File: src/rtl/pixel_pkg.sv
// Shared types and sizing constants for the pixel buffer sequencer.
package pixel_pkg;

   typedef enum logic [1:0] {
      IDLE   = 2'd0,
      LOAD   = 2'd1,
      STREAM = 2'd2,
      DONE   = 2'd3
   } pixseq_state_t;

   localparam int PIX_BYTES      = 72;
   localparam int PIX_PASSES     = 10;
   localparam int PIX_BYTE_CNT_W = $clog2(PIX_BYTES + 1);
   localparam int PIX_PASS_CNT_W = $clog2(PIX_PASSES + 1);

endpackage

File: src/rtl/pixseq_counter.sv
// Terminal-count counter: counts 0..MAX-1, returns to 0 on the enabled
// step that hits MAX-1 and flags that step with a combinational pulse.
module pixseq_counter #(
   parameter int MAX = 72,
   parameter int W   = $clog2(MAX + 1)
) (
   input  logic         clk,
   input  logic         rst,
   input  logic         i_clr,
   input  logic         i_en,
   output logic [W-1:0] o_cnt,
   output logic         o_tc
);

   localparam logic [W-1:0] LAST = W'(MAX - 1);

   logic [W-1:0] r_cnt;

   assign o_tc  = i_en && (r_cnt == LAST);
   assign o_cnt = r_cnt;

   always_ff @(posedge clk or posedge rst) begin
      if (rst) begin
         r_cnt <= '0;
      end else if (i_clr) begin
         r_cnt <= '0;
      end else if (i_en) begin
         r_cnt <= o_tc ? '0 : r_cnt + 1'b1;
      end
   end

endmodule

File: src/rtl/pixel_seq_ctrl.sv
// Load/rotate sequencer for the pixel shift-register buffer.
// Optional sticky overrun flag: define PIXSEQ_OVERRUN_EN.
module pixel_seq_ctrl
   import pixel_pkg::*;
#(
   parameter int NUM_BYTES  = PIX_BYTES,
   parameter int NUM_PASSES = PIX_PASSES
) (
   input  logic clk,
   input  logic rst,
   input  logic spi_byte_valid,
   input  logic net_next,
   input  logic frame_clear,
   output logic shift_SPI,
   output logic write_en,
   output logic shift_network,
   output logic window_valid,
   output logic pass_done,
   output logic frame_done,
   output logic busy
`ifdef PIXSEQ_OVERRUN_EN
   ,
   output logic overrun
`endif
);

   localparam int CNT_W  = $clog2(NUM_BYTES + 1);
   localparam int PASS_W = $clog2(NUM_PASSES + 1);
   localparam logic [CNT_W-1:0] LAST_BYTE = CNT_W'(NUM_BYTES - 1);

   pixseq_state_t r_state, w_state_nxt;

   logic r_shift_spi, r_write_en, r_shift_net, r_window_valid;
   logic r_pass_done, r_frame_done, r_busy;
   logic w_shift_spi_nxt, w_write_en_nxt, w_shift_net_nxt, w_window_nxt;
   logic w_pass_done_nxt, w_frame_done_nxt, w_busy_nxt;

   logic              w_acc_spi, w_acc_net, w_step, w_wrap;
   logic              w_cnt_tc, w_pass_tc, w_pass_clr;
   logic [CNT_W-1:0]  w_cnt;
   logic [PASS_W-1:0] w_pass_cnt;

   // A request is only taken when it can act; a net_next landing on an
   // active rotate cycle is dropped so one request never yields two shifts.
   assign w_acc_spi = !frame_clear && spi_byte_valid && (r_state == IDLE || r_state == LOAD);
   assign w_acc_net = !frame_clear && net_next && !r_shift_net && (r_state == STREAM);
   assign w_step    = r_shift_net && (r_state == STREAM);
   assign w_wrap    = w_cnt_tc && (r_state == STREAM);
   // Pass count only has meaning inside STREAM; keep it parked at zero elsewhere.
   assign w_pass_clr = frame_clear || ((r_state != STREAM) && (w_pass_cnt != '0));

   pixseq_counter #(
      .MAX (NUM_BYTES),
      .W   (CNT_W)
   ) u_byte_cnt (
      .clk   (clk),
      .rst   (rst),
      .i_clr (frame_clear),
      .i_en  (w_acc_spi || w_step),
      .o_cnt (w_cnt),
      .o_tc  (w_cnt_tc)
   );

   pixseq_counter #(
      .MAX (NUM_PASSES),
      .W   (PASS_W)
   ) u_pass_cnt (
      .clk   (clk),
      .rst   (rst),
      .i_clr (w_pass_clr),
      .i_en  (w_wrap),
      .o_cnt (w_pass_cnt),
      .o_tc  (w_pass_tc)
   );

   always_ff @(posedge clk or posedge rst) begin
      if (rst) begin
         r_state <= IDLE;
      end else begin
         r_state <= w_state_nxt;
      end
   end

   always_comb begin
      w_state_nxt      = r_state;
      w_shift_spi_nxt  = 1'b0;
      w_write_en_nxt   = 1'b0;
      w_shift_net_nxt  = 1'b0;
      w_window_nxt     = 1'b0;
      w_pass_done_nxt  = 1'b0;
      w_frame_done_nxt = 1'b0;
      w_busy_nxt       = 1'b0;

      if (frame_clear) begin
         w_state_nxt = IDLE;
      end else begin
         case (r_state)
            IDLE:    if (w_acc_spi) w_state_nxt = LOAD;
            LOAD:    if (w_acc_spi && (w_cnt == LAST_BYTE)) w_state_nxt = STREAM;
            STREAM:  if (w_pass_tc) w_state_nxt = DONE;
            DONE:    w_state_nxt = IDLE;
            default: w_state_nxt = IDLE;
         endcase
      end

      w_shift_spi_nxt  = w_acc_spi;
      w_write_en_nxt   = w_acc_spi;
      w_shift_net_nxt  = w_acc_net;
      w_pass_done_nxt  = !frame_clear && w_wrap;
      w_frame_done_nxt = !frame_clear && (r_state == DONE);
      // Window is withheld on the entry edge so it rises one cycle after the last load shift.
      w_window_nxt     = (r_state == STREAM) && (w_state_nxt == STREAM) && !w_acc_net;
      w_busy_nxt       = (w_state_nxt != IDLE);
   end

   always_ff @(posedge clk or posedge rst) begin
      if (rst) begin
         r_shift_spi    <= 1'b0;
         r_write_en     <= 1'b0;
         r_shift_net    <= 1'b0;
         r_window_valid <= 1'b0;
         r_pass_done    <= 1'b0;
         r_frame_done   <= 1'b0;
         r_busy         <= 1'b0;
      end else begin
         r_shift_spi    <= w_shift_spi_nxt;
         r_write_en     <= w_write_en_nxt;
         r_shift_net    <= w_shift_net_nxt;
         r_window_valid <= w_window_nxt;
         r_pass_done    <= w_pass_done_nxt;
         r_frame_done   <= w_frame_done_nxt;
         r_busy         <= w_busy_nxt;
      end
   end

   assign shift_SPI     = r_shift_spi;
   assign write_en      = r_write_en;
   assign shift_network = r_shift_net;
   assign window_valid  = r_window_valid;
   assign pass_done     = r_pass_done;
   assign frame_done    = r_frame_done;
   assign busy          = r_busy;

`ifdef PIXSEQ_OVERRUN_EN
   logic r_overrun;

   always_ff @(posedge clk or posedge rst) begin
      if (rst) begin
         r_overrun <= 1'b0;
      end else if (frame_clear) begin
         r_overrun <= 1'b0;
      end else if (spi_byte_valid && (r_state == STREAM || r_state == DONE)) begin
         r_overrun <= 1'b1;
      end
   end

   assign overrun = r_overrun;
`endif

endmodule

File: config.mk
export PLATFORM = sky130hd
export DESIGN_NAME = pixel_seq_ctrl
export DESIGN_NICKNAME = d
export VERILOG_FILES = /design/src/rtl/pixel_pkg.sv /design/src/rtl/pixseq_counter.sv /design/src/rtl/pixel_seq_ctrl.sv
export SDC_FILE = /design/constraint.sdc
export NUM_CORES = 1
export LEC_CHECK = 0
export CORE_UTILIZATION = 30
export CTS_CLUSTER_DIAMETER = 60
export CTS_CLUSTER_SIZE = 25
export DETAILED_ROUTE_END_ITERATION = 8
export PLACE_DENSITY = 0.56
export SLEW_MARGIN = 20
export SYNTH_ARGS = -nofsm -noshare
export SYNTH_HDL_FRONTEND = slang
export SYNTH_SLANG_ARGS = --single-unit
File: constraint.sdc
create_clock -name clk -period 2.55 [get_ports clk]
set_input_delay 0.255 -clock clk [delete_from_list [all_inputs] [get_ports clk]]
set_output_delay 0.255 -clock clk [all_outputs]
set_load 0.02 [all_outputs]
==> metrics.md, run 1 <==
| Metric | Value |
|---|---|
| Status | `finished, final reports clean` |
| Multi-input gate area | `472 µm²` |
| Crit end category | `register` |
| Leading cell types by count after synthesis | `19 x dfrtp_1, 8 x nor2_1, 6 x a21oi_1, 6 x inv_1, 6 x nand2_1` |
| DRC | `0` |
| FFs w/ async S/R, synth | `100%` |
| Setup repair after global routing missed its margin | `false` |
| Final hold vios | `0` |
| Main synth FF type | `dfrtp_1` |
| Worst setup path category | `reg2reg` |
| TritonCTS Sinks | `19` |
| Max-Cap Viols | `0` |
| Crit path cell chain | `nor4b_4 > nand3_2 > o32a_1 > and3b_1` |
| Post-synthesis cell count | `97` |
| P_sw | `120 µW` |
| Hold-fix buffers, CTS | `0` |
| Yosys warnings | `0` |
| Worst path arrival time | `1.94 ns` |
| Final setup violation count | `0` |
| Buffers on Ports | `11` |
| Effective utilization at floorplan | `32.0%` |
| Leak pwr | `0.000492 µW` |
| Post-CTS setup buffer count | `0` |
| Worst rel slew slack | `51.8%` |
| Grt peak-use layer | `met2` |
| Post-synth top area share | `48.3%` |
| Final Max Slew Viols | `0` |
| Initial drt markers | `23` |
| GR Util met1 | `16.6%` |
| Worst setup SP type | `register` |
| Place WS | `0.615 ns` |
| Vias | `782` |
| Sequential power share | `61.6%` |
| Num CTS Buffers | `3` |
| Hpwl dp | `1.42 mm` |
| Final setup margin | `0.815 ns` |
| CTS tree | `yes` |
| Floorplan Core Area | `3080 µm²` |
| WHS | `0.360 ns` |
| Final wirelength | `1.96 mm` |
| CP peak stage delay | `0.46 ns` |
| GRT overflow | `0` |
| Sequential share of the synthesized area | `48.3%` |
| Core Util, Final | `37.7%` |
| Power share of the clock group | `30.3%` |
| Most frequent cell after synthesis | `dfrtp_1` |
| Slew @ Worst Pin | `0.723 ns` |
| Vias in the first global route | `738` |
| Final min period | `1.74 ns` |
| Reg2reg setup slack | `0.81 ns` |
| RD Place Congestion | `0.796` |
| Reg area | `475 µm²` |
| H-tree depth | `1` |
| Largest net degree at the start of global routing | `20` |
| Final ANT Viol Nets | `0` |
| R2r startpoint | `u_byte_cnt.o_cnt[3]$_DFFE_PP0P_` |
| Clk_skew | `0.00396 ns` |
| WL/cell | `12.8 µm` |
| Power Density | `434 nW/µm²` |
| Num rows | `20` |
| Sum of negative setup slack | `0 ns` |
| Reg2Reg Depth | `4` |
| Number of synthesized flops with an enable pin | `0` |
| Crit path max fanout | `6` |
| Drt first pass iters | `4` |
| First-pass GRT wire length | `3.35 mm` |
| Max clock buf depth | `2` |
| Antenna violations before repair | `0` |
| Syn avg cell area | `10.2 µm²` |
| Die X-Extent | `59.3 µm` |
| Net Count, Synth | `106` |
| WP data required | `2.75 ns` |
| Logic pwr share | `8.1%` |
| Met2 usage | `20.5%` |
| Post-synth top area cell | `dfrtp_1` |
| Layout area overhead | `17.9%` |
| Vias per cell | `5.11` |
| Total Routing Usage GR | `12.9%` |
| Max frequency | `576 MHz` |
| CP max-delay cell | `dfrtp_1` |
| Min-delay worst type | `in2async` |
| DIE AREA | `3520 µm²` |
| Switching Share | `23.8%` |
| Final instance area | `1160 µm²` |
| Crit share post-route | `68.0%` |
| Worst skew pair latency | `0.30 ns` |
| #FFs+latches synth | `19` |
| Post-placement cell area | `1130 µm²` |
| Internal | `384 µW` |
| Netlist Area Pre-Place | `985 µm²` |
| Grt met3 use | `1.53%` |
| Resized Gates After CTS | `0` |
| Chip height | `59.3 µm` |
| Critical R2R Capture | `window_valid$_DFF_PP0_` |
| Fillers | `307` |
| Share of cells above drive strength 1 | `7.34%` |
| Post-synth cell types | `36` |
| Final nets | `119` |
| # diodes | `0` |
| Cells taking the most area after synthesis | `dfrtp_1 48%, ha_1 5.1%, a21oi_1 3.0%` |
| CTS Root Buffer Type | `clkbuf_4` |
| Ports | `12` |
| Max VDD drop | `0.000286 V` |
| Worst-path clk slew | `0.10 ns` |
==> cell type report <==
type	count	area share [%]
Inverter	6	1.94
Timing Repair Buffer	11	9.48
Multi-Input combinational cell	69	40.6
Clock buffer	4	2.26
Tap cell	44	4.74
Sequential cell	19	40.9
==> cells by family (layout without fill, tap and decap cells) <==
kind of cell | count (synthesis) | after routing | synth area share (%)
multiplexers | 1 | 1 | 1.14
adder cells (fa/ha/maj) | 4 | 4 | 5.08
AND/OR/NAND/NOR | 41 | 41 | 26.0
AO/OA/AOI/OAI | 20 | 20 | 13.0
flip-flops | 19 | 19 | 48.3
XOR/XNOR | 3 | 3 | 2.67
buffers and inverters | 9 | 21 | 3.81
==> cell usage in the layout, fill, tap and decap left out, types with 2 or more instances in the layout <==
cell and n:
a21oi_1 6, and2_1 2, and3b_1 2, clkbuf_4 3, clkdlybuf4s50_1 11, dfrtp_1 19
ha_1 4, inv_1 6, nand2_1 6, nand2b_1 2, nand3_1 2, nand3b_1 3
nand4_1 2, nor2_1 8, nor3_1 2, nor3b_1 2, o21ai_0 5, o31ai_1 2
or3_1 2, xor2_1 3
==> per-layer routing <==
layer	share of wire, %	routed length, µm	vias to the layer above
li1	-	-	368
met1	47	926	379
met2	47	912	26
met3	3.3	64	9
met4	2.8	55	0
met5	0	0	-
==> critical path: cells and delay by family, from the launching register on <==
| kind | cells | cell delay (ns) |
|---|---|---|
| compound gates | 1 | 0.41 |
| flops | 1 | 0.46 |
| simple gates | 3 | 0.77 |
==> power by group through the flow <==
stage	clock network (µW)	logic, µW	registers (µW)
floorplan	0	22.3	318
global placement	0	40.6	316
detailed placement	0	41.0	316
CTS	161	41.1	310
global route	169	45.1	311
finish	153	40.5	310
==> how the worst max path moves through the flow <==
stage,start,endpoint,cells past startpoint
2_1_floorplan,u_byte_cnt.o_cnt[0]$_DFFE_PP0P_,window_valid$_DFF_PP0_,6
3_3_place_gp,spi_byte_valid,u_byte_cnt.o_cnt[5]$_DFFE_PP0P_,5
3_5_place_dp,spi_byte_valid,u_byte_cnt.o_cnt[5]$_DFFE_PP0P_,5
4_1_cts,u_byte_cnt.o_cnt[3]$_DFFE_PP0P_,window_valid$_DFF_PP0_,4
5_1_grt,u_byte_cnt.o_cnt[3]$_DFFE_PP0P_,window_valid$_DFF_PP0_,4
6_report,u_byte_cnt.o_cnt[3]$_DFFE_PP0P_,window_valid$_DFF_PP0_,4
==> flip-flops by register name (all words and copies together) (netlist names) <==
signal	cells
window_valid	1
u_pass_cnt.o_cnt	4
pass_done	1
busy	1
frame_done	1
r_state	2
u_byte_cnt.o_cnt	7
shift_network	1
write_en	1
==> through the flow <==
stage,power [µW],cells
2_1_floorplan,340,97
3_3_place_gp,357,149
3_5_place_dp,357,149
4_1_cts,512,153
5_1_grt,525,153
6_report,503,153
No activity file was read; power rests on OpenSTA's default activity.
==> run 2, diff against run 1 <==
==> constraint.sdc (replaced) <==
create_clock -name clk -period 1.6 [get_ports clk]
set_input_delay 0.16 -clock clk [delete_from_list [all_inputs] [get_ports clk]]
set_output_delay 0.16 -clock clk [all_outputs]
set_load 0.02 [all_outputs]
==> run 2 against run 1 <==
Effect of this change: via count rose by 7.7%; utilization rose by 7.3 points; combinational power rose by 140%; critical path depth rose by 1; global-route usage rose by 0.98 points; critical endpoint is now u_pass_cnt.o_cnt[3]$_DFFE_PP0P_.
==> metrics.md, run 2 (synthesis gave the netlist of run 1 again) <==
| Metric | Value |
|---|---|
| P_sw | `196 µW (+63%)` |
| First-pass GRT wire length | `3.69 mm (+10%)` |
| Commonest cells after routing, fill and taps aside | `26 x buf_4, 18 x dfrtp_1, 10 x clkdlybuf4s50_1, 8 x nor2_1, 6 x inv_1` |
| CP peak stage delay | `0.42 ns (-0.04 ns)` |
| Num CTS Buffers | `3 (unchanged)` |
| Die X-Extent | `59.3 µm (unchanged)` |
| Largest net degree at the start of global routing | `20 (unchanged)` |
| Core Util, Final | `45.0% (+7.3 points)` |
| Multi-input gate area | `498 µm² (+5.6%)` |
| Layout area overhead | `40.8%` |
| Total Power | `833 µW (+65%)` |
| Power share of the clock group | `29.0% (-1.3 points)` |
| H-tree depth | `1 (unchanged)` |
| Share of cells above drive strength 1 | `31.1% (+24 points)` |
| Final setup violation count | `0 (unchanged)` |
| Vias | `842 (+7.7%)` |
| CP max-delay cell | `dfrtp_1` |
| TritonCTS Sinks | `19 (unchanged)` |
| Slew @ Worst Pin | `0.449 ns (-0.274 ns)` |
| WL/cell | `12.0 µm (-6.5%)` |
| Crit path max fanout | `3 (-3)` |
| Power Density | `601 nW/µm² (+39%)` |
| DRC | `0 (unchanged)` |
| Crit share post-route | `99.6% (+32 points)` |
| Hpwl dp | `1.65 mm (+16%)` |
| GRT overflow | `0 (unchanged)` |
| Min-delay worst type | `in2async` |
| Vias per cell | `4.70 (-8.0%)` |
| Floorplan Core Area | `3080 µm² (unchanged)` |
| Non-filler instance count after layout | `179 (+17%)` |
| DIE AREA | `3520 µm² (unchanged)` |
| Final min period | `1.59 ns (-0.141 ns)` |
| Final ANT Viol Nets | `0 (unchanged)` |
| Worst path arrival time | `1.83 ns (-0.11 ns)` |
| Clk_skew | `0.00194 ns (-0.00202 ns)` |
| Initial drt markers | `14 (-39%)` |
| Leak pwr | `0.000654 µW (+33%)` |
| Effective utilization at floorplan | `32.0% (unchanged)` |
| CTS tree | `yes` |
| Antenna violations before repair | `0 (unchanged)` |
| Crit-path leading delay family | `simple AND/OR/NAND/NOR gates` |
| Logic pwr share | `11.9% (+3.8 points)` |
| Crit end category | `register` |
| Bufs and invs on worst path | `1 (+1)` |
| Worst-path clk slew | `0.10 ns (about the same)` |
| Final instance area | `1390 µm² (+19%)` |
| Place WS | `-0.0507 ns (-0.666 ns)` |
| Ports | `12 (unchanged)` |
| Fillers | `305 (-0.65%)` |
| Final nets | `145 (+22%)` |
| Final hold vios | `0 (unchanged)` |
| Final setup margin | `0.00587 ns (-0.809 ns)` |
| Vias in the first global route | `841 (+14%)` |
| Switching Share | `23.5% (-0.30 points)` |
| Setup repair after global routing missed its margin | `true` |
| Hold-fix buffers, CTS | `0 (unchanged)` |
| Num rows | `20 (unchanged)` |
| Placed cell count | `173 (+16%)` |
| Crit path cell chain | `nor4b_4 > nand3_2 > buf_4 > or3_1 > a21oi_2` |
| Worst setup path category | `reg2reg` |
| Sequential power share | `59.2% (-2.4 points)` |
| Total Routing Usage GR | `13.9% (+0.98 points)` |
| Reg area | `477 µm² (+0.26%)` |
| Max VDD drop | `0.000487 V (+70%)` |
| CTS Root Buffer Type | `clkbuf_4` |
| Buffers on Ports | `11 (unchanged)` |
| Max frequency | `627 MHz (+8.8%)` |
| # diodes | `0 (unchanged)` |
| Final wirelength | `2.14 mm (+9.4%)` |
| Internal | `637 µW (+66%)` |
| Drt first pass iters | `4 (unchanged)` |
| Post-placement cell area | `1320 µm² (+16%)` |
| Max clock buf depth | `2 (unchanged)` |
| Commonest non-fill, non-tap cell in the layout | `buf_4` |
| Worst setup SP type | `register` |
| Max reg flops | `7 (unchanged)` |
| RD Place Congestion | `0.804 (+1.0%)` |
| Worst rel slew slack | `69.7% (+18 points)` |
| WP data required | `1.84 ns (-0.91 ns)` |
| Status | `finished, final reports clean` |
| Max-Cap Viols | `0 (unchanged)` |
| Chip height | `59.3 µm (unchanged)` |
| Worst skew pair latency | `0.30 ns (about the same)` |
| Final Max Slew Viols | `0 (unchanged)` |
-- run 2: changes by cell type in the layout (fill, tap and decap cells not counted), sizes merged --
cell / previous run / this run
dlymetal6s2s: 0 / 1
buf: 0 / 26
clkdlybuf4s50: 11 / 10
-- run 2: layout make-up --
class                      instances  area share (%)
multi-input combinational         69            35.9
timing repair buffer              37            22.2
sequential                        19            34.4
clock buffer                       4            1.90
inverter                           6            1.62
tap                               44            3.97
-- run 2: stage by stage --
step	hold slack [ns]	setup TNS, ns
6_report	0.162	0
5_1_grt	0.213	-0.310
4_1_cts	0.170	0
3_5_place_dp	0.502	-0.141
3_3_place_gp	0.502	-0.476
2_1_floorplan	0.111	0
-- run 2: worst paths after layout --
path / depth (start not counted) / start / slack (ns) / endpoint
max in group asynchronous: 3 / rst / 1.22 / u_byte_cnt.o_cnt[5]$_DFFE_PP0P_
setup reg to reg: 5 / u_byte_cnt.o_cnt[3]$_DFFE_PP0P_ / 0.006 / u_pass_cnt.o_cnt[3]$_DFFE_PP0P_
hold reg to reg: 2 / u_byte_cnt.o_cnt[6]$_DFFE_PP0P_ / 0.57 / u_byte_cnt.o_cnt[6]$_DFFE_PP0P_
hold / removal: 3 / rst / 0.16 / window_valid$_DFF_PP0_
setup / recovery: 5 / u_byte_cnt.o_cnt[3]$_DFFE_PP0P_ / 0.006 / u_pass_cnt.o_cnt[3]$_DFFE_PP0P_
min in group clk: 3 / net_next / 0.42 / shift_network$_DFF_PP0_
-- run 2: layer usage --
metal	wire length, µm	part of all wire [%]	global-route usage (%)	up-vias
met4	46	2.1	5.10	0
met3	82	3.8	3.06	5
met5	0	0	0	-
li1	-	-	-	422
met2	1010	47	22.5	13
met1	1010	47	18.0	402
-- run 2: worst reg2reg max path, delay by kind of cell, from the launching register on --
kind | cells | cell delay, ns
and+or+nand+nor | 3 | 0.83
buffers and inverters | 1 | 0.15
AOI/OAI and AO/OA | 1 | 0.14
DFF | 1 | 0.42
-- run 2: what timing repair did --
item,CTS,global route
gates resized for setup,0,11
pin swaps,1,1
buffers inserted,0,2
endpoints found under the setup margin,1,9
-- run 2: power groups by stage --
stage	Clock (µW)	Combinational, µW	Sequential (µW)
after detailed placement	0	95.0	502
after global routing	265	108	494
after global placement	0	94.5	502
after CTS	248	95.3	493
after floorplan	0	35.5	506
final	241	98.7	493
